### config.mk
export PLATFORM = sky130hd
export DESIGN_NAME = ddr_cmd_initiator_flat
export DESIGN_NICKNAME = d
export VERILOG_FILES = /design/src/rtl/ddr_cmd_initiator_if.sv /design/src/rtl/ddr_cmd_initiator.sv /design/src/flat_wrapper.sv
export SDC_FILE = /design/constraint.sdc
export NUM_CORES = 1
export LEC_CHECK = 0
export ABC_AREA = 1
export BUFFER_PORTS_ARGS = -buffer_cell sky130_fd_sc_hd__buf_2
export CAP_MARGIN = 20
export CORE_UTILIZATION = 25
export DETAILED_ROUTE_END_ITERATION = 12
export SETUP_SLACK_MARGIN = 0.1
export SLEW_MARGIN = 25
export SYNTH_ARGS = -nofsm -noshare
export SYNTH_HDL_FRONTEND = slang
export SYNTH_SLANG_ARGS = --single-unit
### constraint.sdc
create_clock -name clk -period 2.35 [get_ports clk]
set_input_delay 0.1175 -clock clk [delete_from_list [all_inputs] [get_ports clk]]
set_output_delay 0.1175 -clock clk [all_outputs]
set_load 0.02 [all_outputs]
### src/rtl/ddr_cmd_initiator_if.sv
// Host-side request/response bundle for the DDR command initiator.
// The master drives requests; the slave (the initiator) returns ready and read data.
interface ddr_cmd_initiator_if #(
    parameter int BGWIDTH      = 2,
    parameter int BAWIDTH      = 2,
    parameter int ADDRWIDTH    = 17,
    parameter int COLWIDTH     = 10,
    parameter int DEVICE_WIDTH = 4,
    parameter int BL           = 8
);
    logic                         req_valid;
    logic                         req_ready;
    logic                         req_write;
    logic [BGWIDTH-1:0]           req_bg;
    logic [BAWIDTH-1:0]           req_ba;
    logic [ADDRWIDTH-1:0]         req_row;
    logic [COLWIDTH-1:0]          req_col;
    logic [BL*DEVICE_WIDTH-1:0]   req_wdata;
    logic                         rsp_valid;
    logic [BL*DEVICE_WIDTH-1:0]   rsp_rdata;

    modport master (
        output req_valid, req_write, req_bg, req_ba, req_row, req_col, req_wdata,
        input  req_ready, rsp_valid, rsp_rdata
    );

    modport slave (
        input  req_valid, req_write, req_bg, req_ba, req_row, req_col, req_wdata,
        output req_ready, rsp_valid, rsp_rdata
    );
endinterface

### src/rtl/ddr_cmd_initiator.sv
// Closed-page DDR command initiator: one ACT / RD-or-WR / PRE sequence per request,
// with a write burst driver, read burst capture and a whole-datapath halt freeze.
module ddr_cmd_initiator #(
    parameter int BGWIDTH      = 2,
    parameter int BAWIDTH      = 2,
    parameter int ADDRWIDTH    = 17,
    parameter int COLWIDTH     = 10,
    parameter int DEVICE_WIDTH = 4,
    parameter int BL           = 8,
    parameter int TRCD         = 4,
    parameter int TCL          = 4,
    parameter int TCWL         = 2,
    parameter int TWR          = 2,
    parameter int TRP          = 4
) (
    input  logic                    clk,
    input  logic                    reset,
    input  logic                    halt,
    ddr_cmd_initiator_if.slave      host,
    output logic [2:0]              cmd,
    output logic [BGWIDTH-1:0]      bg,
    output logic [BAWIDTH-1:0]      ba,
    output logic [ADDRWIDTH-1:0]    row,
    output logic [COLWIDTH-1:0]     column,
    output logic [DEVICE_WIDTH-1:0] dq_o,
    output logic                    dq_oe,
    input  logic [DEVICE_WIDTH-1:0] dq_i,
    output logic                    dqs_t,
    output logic                    dqs_c
);
    localparam logic [2:0] CMD_NOP = 3'd0;
    localparam logic [2:0] CMD_ACT = 3'd1;
    localparam logic [2:0] CMD_RD  = 3'd2;
    localparam logic [2:0] CMD_WR  = 3'd3;
    localparam logic [2:0] CMD_PRE = 3'd4;

    function automatic int max_of(input int a, input int b);
        return (a > b) ? a : b;
    endfunction

    localparam int MAX_T  = max_of(max_of(max_of(TRCD, TCL), max_of(TCWL, TWR)), TRP);
    localparam int CNT_W  = (MAX_T > 1) ? $clog2(MAX_T) : 1;
    localparam int BEAT_W = (BL > 1) ? $clog2(BL) : 1;
    localparam logic [BEAT_W-1:0] BEAT_LAST = BEAT_W'(BL - 1);

    typedef enum logic [3:0] {
        S_IDLE, S_ACT, S_TRCD_WAIT, S_CAS, S_DATA_WAIT,
        S_BURST, S_TWR_WAIT, S_PRE, S_TRP_WAIT
    } state_t;

    state_t                   state_reg, state_next;
    logic [CNT_W-1:0]         cnt_reg, cnt_next;
    logic [BEAT_W-1:0]        beat_reg;
    logic                     lat_write_reg;
    logic [COLWIDTH-1:0]      lat_col_reg;
    logic [BL*DEVICE_WIDTH-1:0] lat_wdata_reg;
    logic [BGWIDTH-1:0]       bg_reg;
    logic [BAWIDTH-1:0]       ba_reg;
    logic [ADDRWIDTH-1:0]     row_reg;
    logic [COLWIDTH-1:0]      col_reg;
    logic [DEVICE_WIDTH-1:0]  rbeat_reg [BL];
    logic [DEVICE_WIDTH-1:0]  wbeat     [BL];
    logic [BL*DEVICE_WIDTH-1:0] rdata_packed;
    logic                     burst_wr;

    genvar gi;
    generate
        for (gi = 0; gi < BL; gi++) begin : g_beats
            assign wbeat[gi] = lat_wdata_reg[gi*DEVICE_WIDTH +: DEVICE_WIDTH];
            assign rdata_packed[gi*DEVICE_WIDTH +: DEVICE_WIDTH] = rbeat_reg[gi];
        end
    endgenerate

    assign host.rsp_rdata = rdata_packed;
    assign bg     = bg_reg;
    assign ba     = ba_reg;
    assign row    = row_reg;
    assign column = col_reg;

    always_ff @(posedge clk) begin
        if (reset) state_reg <= S_IDLE;
        else       state_reg <= state_next;
    end

    // Each wait state is loaded with (cycles in state - 1) on entry; a timing
    // value that leaves no extra wait cycles skips its wait state entirely.
    always_comb begin
        state_next = state_reg;
        cnt_next   = cnt_reg;
        if (!halt) begin
            case (state_reg)
                S_IDLE: if (host.req_valid) state_next = S_ACT;
                S_ACT: begin
                    if (TRCD > 1) begin
                        state_next = S_TRCD_WAIT;
                        cnt_next   = CNT_W'(TRCD - 2);
                    end else begin
                        state_next = S_CAS;
                    end
                end
                S_TRCD_WAIT: begin
                    if (cnt_reg == '0) state_next = S_CAS;
                    else               cnt_next   = cnt_reg - 1'b1;
                end
                S_CAS: begin
                    if (lat_write_reg ? (TCWL > 1) : (TCL > 1)) begin
                        state_next = S_DATA_WAIT;
                        cnt_next   = lat_write_reg ? CNT_W'(TCWL - 2) : CNT_W'(TCL - 2);
                    end else begin
                        state_next = S_BURST;
                    end
                end
                S_DATA_WAIT: begin
                    if (cnt_reg == '0) state_next = S_BURST;
                    else               cnt_next   = cnt_reg - 1'b1;
                end
                S_BURST: begin
                    if (beat_reg == BEAT_LAST) begin
                        if (lat_write_reg && (TWR > 0)) begin
                            state_next = S_TWR_WAIT;
                            cnt_next   = CNT_W'(TWR - 1);
                        end else begin
                            state_next = S_PRE;
                        end
                    end
                end
                S_TWR_WAIT: begin
                    if (cnt_reg == '0) state_next = S_PRE;
                    else               cnt_next   = cnt_reg - 1'b1;
                end
                S_PRE: begin
                    if (TRP > 1) begin
                        state_next = S_TRP_WAIT;
                        cnt_next   = CNT_W'(TRP - 2);
                    end else begin
                        state_next = S_IDLE;
                    end
                end
                S_TRP_WAIT: begin
                    if (cnt_reg == '0) state_next = S_IDLE;
                    else               cnt_next   = cnt_reg - 1'b1;
                end
                default: state_next = S_IDLE;
            endcase
        end
    end

    always_ff @(posedge clk) begin
        if (reset) begin
            cnt_reg       <= '0;
            beat_reg      <= '0;
            lat_write_reg <= 1'b0;
            lat_col_reg   <= '0;
            lat_wdata_reg <= '0;
            bg_reg        <= '0;
            ba_reg        <= '0;
            row_reg       <= '0;
            col_reg       <= '0;
            for (int i = 0; i < BL; i++) rbeat_reg[i] <= '0;
        end else if (!halt) begin
            cnt_reg <= cnt_next;
            if (state_reg == S_IDLE && host.req_valid) begin
                lat_write_reg <= host.req_write;
                lat_col_reg   <= host.req_col;
                lat_wdata_reg <= host.req_wdata;
                bg_reg        <= host.req_bg;
                ba_reg        <= host.req_ba;
                row_reg       <= host.req_row;
            end
            if (state_next == S_CAS && state_reg != S_CAS) col_reg <= lat_col_reg;
            if (state_reg == S_BURST && beat_reg != BEAT_LAST) beat_reg <= beat_reg + 1'b1;
            else                                               beat_reg <= '0;
            if (state_reg == S_BURST && !lat_write_reg) rbeat_reg[beat_reg] <= dq_i;
        end
    end

    assign burst_wr = (state_reg == S_BURST) && lat_write_reg && !halt;

    always_comb begin
        cmd            = CMD_NOP;
        host.req_ready = (state_reg == S_IDLE) && !halt;
        host.rsp_valid = (state_reg == S_PRE) && !lat_write_reg && !halt;
        dq_oe          = burst_wr;
        dq_o           = burst_wr ? wbeat[beat_reg] : '0;
        dqs_t          = burst_wr && !beat_reg[0];
        dqs_c          = burst_wr && beat_reg[0];
        if (!halt) begin
            case (state_reg)
                S_ACT:   cmd = CMD_ACT;
                S_CAS:   cmd = lat_write_reg ? CMD_WR : CMD_RD;
                S_PRE:   cmd = CMD_PRE;
                default: cmd = CMD_NOP;
            endcase
        end
    end
endmodule

### src/flat_wrapper.sv
// flat-port wrapper written by rule: the top's interface ports become plain ports
module ddr_cmd_initiator_flat 
#(
    parameter int BGWIDTH      = 2,
    parameter int BAWIDTH      = 2,
    parameter int ADDRWIDTH    = 17,
    parameter int COLWIDTH     = 10,
    parameter int DEVICE_WIDTH = 4,
    parameter int BL           = 8,
    parameter int TRCD         = 4,
    parameter int TCL          = 4,
    parameter int TCWL         = 2,
    parameter int TWR          = 2,
    parameter int TRP          = 4
)
  (clk, reset, halt, cmd, bg, ba, row, column, dq_o, dq_oe, dq_i, dqs_t, dqs_c, host_req_valid, host_req_write, host_req_bg, host_req_ba, host_req_row, host_req_col, host_req_wdata, host_req_ready, host_rsp_valid, host_rsp_rdata);
  ddr_cmd_initiator_if #(.BGWIDTH(BGWIDTH), .BAWIDTH(BAWIDTH), .ADDRWIDTH(ADDRWIDTH), .COLWIDTH(COLWIDTH), .DEVICE_WIDTH(DEVICE_WIDTH), .BL(BL)) host_i ();
  input  logic clk;
  input  logic reset;
  input  logic halt;
  output logic [2:0] cmd;
  output logic [BGWIDTH-1:0] bg;
  output logic [BAWIDTH-1:0] ba;
  output logic [ADDRWIDTH-1:0] row;
  output logic [COLWIDTH-1:0] column;
  output logic [DEVICE_WIDTH-1:0] dq_o;
  output logic dq_oe;
  input  logic [DEVICE_WIDTH-1:0] dq_i;
  output logic dqs_t;
  output logic dqs_c;
  input wire logic [$bits(host_i.req_valid)-1:0] host_req_valid;
  input wire logic [$bits(host_i.req_write)-1:0] host_req_write;
  input wire logic [$bits(host_i.req_bg)-1:0] host_req_bg;
  input wire logic [$bits(host_i.req_ba)-1:0] host_req_ba;
  input wire logic [$bits(host_i.req_row)-1:0] host_req_row;
  input wire logic [$bits(host_i.req_col)-1:0] host_req_col;
  input wire logic [$bits(host_i.req_wdata)-1:0] host_req_wdata;
  output wire logic [$bits(host_i.req_ready)-1:0] host_req_ready;
  output wire logic [$bits(host_i.rsp_valid)-1:0] host_rsp_valid;
  output wire logic [$bits(host_i.rsp_rdata)-1:0] host_rsp_rdata;
  assign host_i.req_valid = host_req_valid;
  assign host_i.req_write = host_req_write;
  assign host_i.req_bg = host_req_bg;
  assign host_i.req_ba = host_req_ba;
  assign host_i.req_row = host_req_row;
  assign host_i.req_col = host_req_col;
  assign host_i.req_wdata = host_req_wdata;
  assign host_req_ready = host_i.req_ready;
  assign host_rsp_valid = host_i.rsp_valid;
  assign host_rsp_rdata = host_i.rsp_rdata;
  ddr_cmd_initiator #(.BGWIDTH(BGWIDTH), .BAWIDTH(BAWIDTH), .ADDRWIDTH(ADDRWIDTH), .COLWIDTH(COLWIDTH), .DEVICE_WIDTH(DEVICE_WIDTH), .BL(BL), .TRCD(TRCD), .TCL(TCL), .TCWL(TCWL), .TWR(TWR), .TRP(TRP)) u_core (.clk(clk), .reset(reset), .halt(halt), .host(host_i), .cmd(cmd), .bg(bg), .ba(ba), .row(row), .column(column), .dq_o(dq_o), .dq_oe(dq_oe), .dq_i(dq_i), .dqs_t(dqs_t), .dqs_c(dqs_c));
endmodule
==> run metrics, run 1 <==
outcome complete, no violations; drt via density 4.432; pin count of the biggest net entering global routing 56; number of different library cells in the post-synthesis netlist 28; share of cells above drive strength 1 25.81%; Slew HR 67.58%; RSZ-0062 raised after global routing false; ys flop type dfxtp_1; Worst path top cell family by delay buffers and inverters; slowest CP cell dfxtp_2; drc violations 0; vias in the first global route 4511; multi-input logic area 0.001768 sq mm; Nets 860; Post-Syn Area approximately 0.0047 sq mm; CP cell instances inv_1 > nor3_1 > buf_4 > a21oi_1 > o211ai_1 > nor3_2 > buf_2; Worst VDD drop 585.3 uV; CTS tree yes; total CTS buffers 17; CP Max Fanout 11; Pleak 3.186 nW; H-tree Lvls 4; I/O pins 147; Worst Hold Path EP u_core.lat_col_reg[8]; core area roughly 0.018 sq mm; Final ANT Viol Nets 0; 1st-pass router iterations 4; hold slack approximately 0.022 ns; main area contributors after synthesis dfxtp_1 35%, edfxtp_1 20%, nor2_1 13%, o21ai_0 7.4%, nand2_1 4.5%; grt ovf 0; Critical Path End Type primary output; GP Congestion 0.8270; count leader, synth nor2_1; root buffer cell clkbuf_16; Initial Util 25.87%; DIE HEIGHT 139.3 microns; Least-Margin Pin Slew 0.4856 ns; Reg-to-Reg Start u_core.state_reg[3]; async set-reset flop share out of synthesis 0%; Hold Vio Cnt, Final 0; syn_area_per_cell 8.039 sq um; Tot Pwr 5.463 mW; total track usage 14.66%; hold wc startpoint host_req_col[8]; setup TNS 0 ns; first-pass GRT wire length between 20000 and 25000 microns; DR WL/cell 13.46 microns; worst path bufs/invs 3; Synth top area share a little over a third; reg-to-reg critical path endpoint u_core.rbeat_reg[6][3]; post-route setup slack 0.2417 ns; Port Buf Inserts roughly 150; Synth area leader dfxtp_1; EDFF count, synth 32; syn nets around 660; CTS sink count 115; critical path required time approximately 2.2 ns; post-layout util between 30% and 40%; CP peak stage delay 0.37 ns; Final Critical Period 2.108 ns; initial antenna violation count 1; Place WS 0.2612 ns; clk buf depth 2; Seq/Total Area, Yosys 55.67%; max-slew violations 0; Max Clk Rate 474.3 MHz; Worst Hold Class input pin to flop; reg-to-reg setup timing slack 0.37 ns; power per cell area 790.5 mW/mm^2; DIE AREA 0.01940 sq mm; WP data arrival roughly 2.0 ns; Warnings, synthesis 0; hpwl dp 9564 microns; Setup violations, final 0; post-synthesis register bit count 115; Clock Latency Late Sink approximately 0.41 ns; # Max-Cap Violations 0; synth cell count leaders 161 x nor2_1, 83 x dfxtp_1, 70 x o21ai_0; Worst-path clk slew 0.06 ns; CP Class flop to primary output; via count approximately 4600; Rows 49; Critical Path Start u_core.beat_reg[0]; clk_skew 0.006685 ns; Filler cells 1864; Mapped Cells approximately 600; hold path cells 3; nature of the critical path startpoint flop; DRT iter0 DRCs between 200 and 250; final wirelength 13830 microns; width of the die 139.3 microns; Area Overhead vs Synth 46.72%; Tcrit/Tclk final 89.72%; r2r worst-path depth 7; Sequential cell area 0.002628 sq mm
## worst max path at each step
stage                             endpoint  slack [ns]  cells past startpoint
after floorplan                    dq_o[3]        0.56                      7
after global placement    u_core.column[8]        0.37                     10
after detailed placement  u_core.column[3]        0.26                     10
after CTS                          dq_o[3]        0.11                      6
after global routing               dq_o[1]        0.10                      7
final                              dq_o[2]        0.24                      7
## report_power, final
part	leakage (nW)	internal [mW]	total [mW]	switching, mW
clock	0.299	1.70	2.67	0.976
combinational	1.87	0.234	0.580	0.346
sequential	1.01	2.15	2.21	0.0592
## metal layers
layer  global-route usage [%]  up-vias  wire [microns]
met4                    4.269        0             164
met3                    5.609       13            1006
met5                        0        -               0
met1                    17.08     2063            6074
li1                         -     2316               -
met2                    24.91      164            6588
## worst register-to-register path, delay by kind of cell, from the launching register on
family / cells / cell delay, ns
and+or+nand+nor: 5 / 1.09
DFF: 1 / 0.38
buffers and inverters: 2 / 0.20
## cell type report
cell class	instances	share of cell area, %
flip-flops and latches	115	38.02
clock inverters	12	2.100
well taps	229	4.146
clock buffers	20	6.915
multi-input cells	381	25.58
inverters	58	3.150
diodes	1	0.03621
repair buffers	212	20.06
## cell usage in the layout (no fill, tap or decap), drive strengths merged, types with 8 or more instances in the layout
cell	netlist	layout
edfxtp	32	32
nand3	17	17
o21ai	70	70
dfxtp	83	83
nand4	16	16
dlygate4sd3	0	58
nor2	164	164
o22ai	8	8
a21oi	26	26
inv	58	60
clkbuf	24	20
buf	8	154
nand2	57	57
## timing repair
action	4_1_cts	5_1_grt
pin swaps	0	0
hold buffers	58	0
resized for setup	3	7
buffers inserted	0	1
endpoints found under the setup margin	3	14
hold endpoints to repair	58	0
## stage by stage
stage	std cells	instance area (sq um)
after global placement	936	5664
final	1028	6912
after detailed placement	936	5664
after global routing	1028	6912
after CTS	1026	6879
after floorplan	586	4711
## cells by family (layout without fill, tap and decap cells)
family / after synthesis / after routing / synth area share (%)
buffers and inverters: 90 / 302 / 7.357
other: 0 / 1 / 0
adder cells (fa/ha/maj): 3 / 3 / 0.7969
AND/OR/NAND/NOR: 268 / 268 / 23.90
flip-flops: 115 / 115 / 55.67
AO/OA/AOI/OAI: 110 / 110 / 12.27
Power figures use the tool's default switching activity.
==> run 2, diff against run 1 <==
Settings changed: CELL_PAD_IN_SITES_DETAIL_PLACEMENT set to 1, CELL_PAD_IN_SITES_GLOBAL_PLACEMENT set to 1, PLACE_DENSITY_LB_ADDON set to 0.1.
==> run 2 against run 1 <==
  * Non-clock buffer count fell by 4
  * Flip-flop and latch count did not move
  * Fmax down 1.4%
  * Core utilization decreased by 0.16 points
  * Critical path depth decreased by 1
  * Sequential share of layout area is 0.17 points higher
  * Worst setup slack got worse by 0.031 ns
  * Clock skew up 0.00064 ns
  * Largest power group unchanged
==> run metrics, run 2 (same netlist as run 1, synthesis figures left out) <==
post-placement cell area 0.005652 sq mm; setup TNS 0 ns; Worst Hold Class input pin to flop; hold path cells 3; drc violations 0; reg-to-reg critical path endpoint u_core.rbeat_reg[3][1]; Area Overhead vs Synth 46.08%; clk_skew 0.007321 ns; hpwl dp 10280 microns; Least-Margin Pin Slew 0.7161 ns; Critical Path End Type primary output; Max Clk Rate 467.5 MHz; CTS sink count 115; critical path required time 2.23 ns; Nets 856; Slew HR 52.26%; Switching Share 25.38%; power share of the combinational group 10.8%; share of cells above drive strength 1 roughly a quarter; reg-to-reg setup timing slack approximately 0.28 ns; Worst Hold Path EP u_core.lat_wdata_reg[20]; DRT iter0 DRCs 109; width of the die ~140 microns; core area about 0.018 sq mm; met2 GRT Util 27.98%; Worst VDD drop between 400 and 500 uV; switching pwr 1.373 mW; slowest CP cell dfxtp_4; CP Max Fanout 10; CP peak stage delay 0.41 ns; clk buf depth 2; max-slew violations 0; hold slack 0.01503 ns; GP Congestion 0.7520; Pleak about 3.2 nW; Non-Filler Cell Area, Final 0.006882 sq mm; DR WL/cell between 10 and 15 microns; power per cell area ~790 mW/mm^2; Clock Latency Late Sink 0.41 ns; first-pass GRT wire length roughly 24000 microns; RSZ-0062 raised after global routing false; total CTS buffers 17; outcome complete, no violations; DIE HEIGHT 139.3 microns; Port Buf Inserts 146; Worst path top cell family by delay simple AND/OR/NAND/NOR gates; initial antenna violation count 0; DIE AREA 0.01940 sq mm; Setup violations, final 0; met1 usage 18.34%; nature of the critical path startpoint flop; Filler cells 2174; GRT met3 Usage 3.820%; vias in the first global route 4773; Final ANT Viol Nets 0; grt ovf 0; I/O pins 147; Tcrit/Tclk final around nine tenths; Place WS 0.1124 ns; Flop pwr share between 40 and 50%; post-route setup slack 0.2109 ns; commonest non-fill, non-tap cell in the layout nor2_1; H-tree Lvls 4; Final Critical Period 2.139 ns; r2r worst-path depth 6; most frequent cells in the layout 160 x nor2_1, 146 x buf_2, 81 x dfxtp_1; CP Class flop to primary output; final wirelength 15000 microns; Int Pwr 4.036 mW; Hold Vio Cnt, Final 0; root buffer cell clkbuf_16; drt via density roughly 4.5; Worst-path clk slew 0.05 ns; most used routing layer met2; worst path bufs/invs 2; via count roughly 4600; hold wc startpoint host_req_wdata[20]; CP cell instances clkinvlp_4 > nand3_1 > o22ai_1 > a21oi_1 > nor3b_1 > buf_2; Antenna diodes 0; CTS tree yes; Initial Util 25.87%; Tot Pwr 5.409 mW; # Max-Cap Violations 0; total track usage 16.00%; Clock power frac slightly below 50%; Rows 49; WP data arrival 2.02 ns; Reg-to-Reg Start u_core.state_reg[0]; pin count of the biggest net entering global routing 74; 1st-pass router iterations 4
## run 2: cell types whose count changed in the layout (fill, tap and decap cells not counted), moves of 2 or more
cell,before,now
clkinvlp_4,2,4
dfxtp_1,79,81
dfxtp_2,4,1
inv_1,55,53
buf_4,8,6
inv_4,0,2
clkinv_4,6,1
nand2_1,57,55
nand2_2,0,2
dlygate4sd3_1,58,55
## run 2: worst register-to-register path, cell delays in order, from the launching register on
cell and delay [ns]:
dfxtp_1 0.40, nand2_1 0.12, nor2_4 0.18, inv_1 0.12, nor4_4 0.33, nand4_1 0.34, nand2_1 0.27
## run 2: final cells by class
class / instances / area (sq um) / share of cell area [%]
Inverter: 58 / 224.0 / 3.255
Multi-Input combinational cell: 381 / 1793 / 26.05
Clock inverter: 9 / 90.09 / 1.309
Timing Repair Buffer: 208 / 1346 / 19.56
Sequential cell: 115 / 2628 / 38.18
Clock buffer: 23 / 514.2 / 7.473
Tap cell: 229 / 286.5 / 4.164
## run 2: stage by stage
stage / instances / util [%]
floorplan: 586 / -
global placement: 934 / 31.02
detailed placement: 934 / 31.04
CTS: 1021 / 37.42
global route: 1023 / 37.79
finish: 1023 / 37.79
## run 2: routing by layer
layer,wire length (microns),vias up
li1,-,2304
met1,6625,2165
met2,7399,109
met3,602,30
met4,376,0
met5,0,-
## run 2: worst max path at each step
stage                        start                     end  slack, ns  cells past startpoint
3_5_place_dp    u_core.beat_reg[0]        u_core.column[1]       0.11                     11
4_1_cts         u_core.beat_reg[2]                 dq_o[3]       0.11                      6
6_report        u_core.beat_reg[0]                 dq_o[1]       0.21                      6
5_1_grt        u_core.state_reg[0]  u_core.rbeat_reg[3][1]       0.11                      6
3_3_place_gp    u_core.beat_reg[0]        u_core.column[1]       0.16                     11
2_1_floorplan   u_core.beat_reg[0]                 dq_o[3]       0.56                      7
## run 2: power groups by stage
stage | Clock, mW | Sequential (mW) | Combinational, mW
2_1_floorplan | 0 | 2.30 | 0.255
3_3_place_gp | 0 | 2.25 | 0.507
3_5_place_dp | 0 | 2.25 | 0.516
4_1_cts | 2.68 | 2.21 | 0.589
5_1_grt | 2.76 | 2.22 | 0.655
6_report | 2.61 | 2.21 | 0.586
## run 2: timing repair
action,4_1_cts,5_1_grt
setup buffers,0,2
endpoints found under the hold margin,55,0
hold buffers,55,0
gates resized for setup,2,14
setup endpoints to repair,4,18
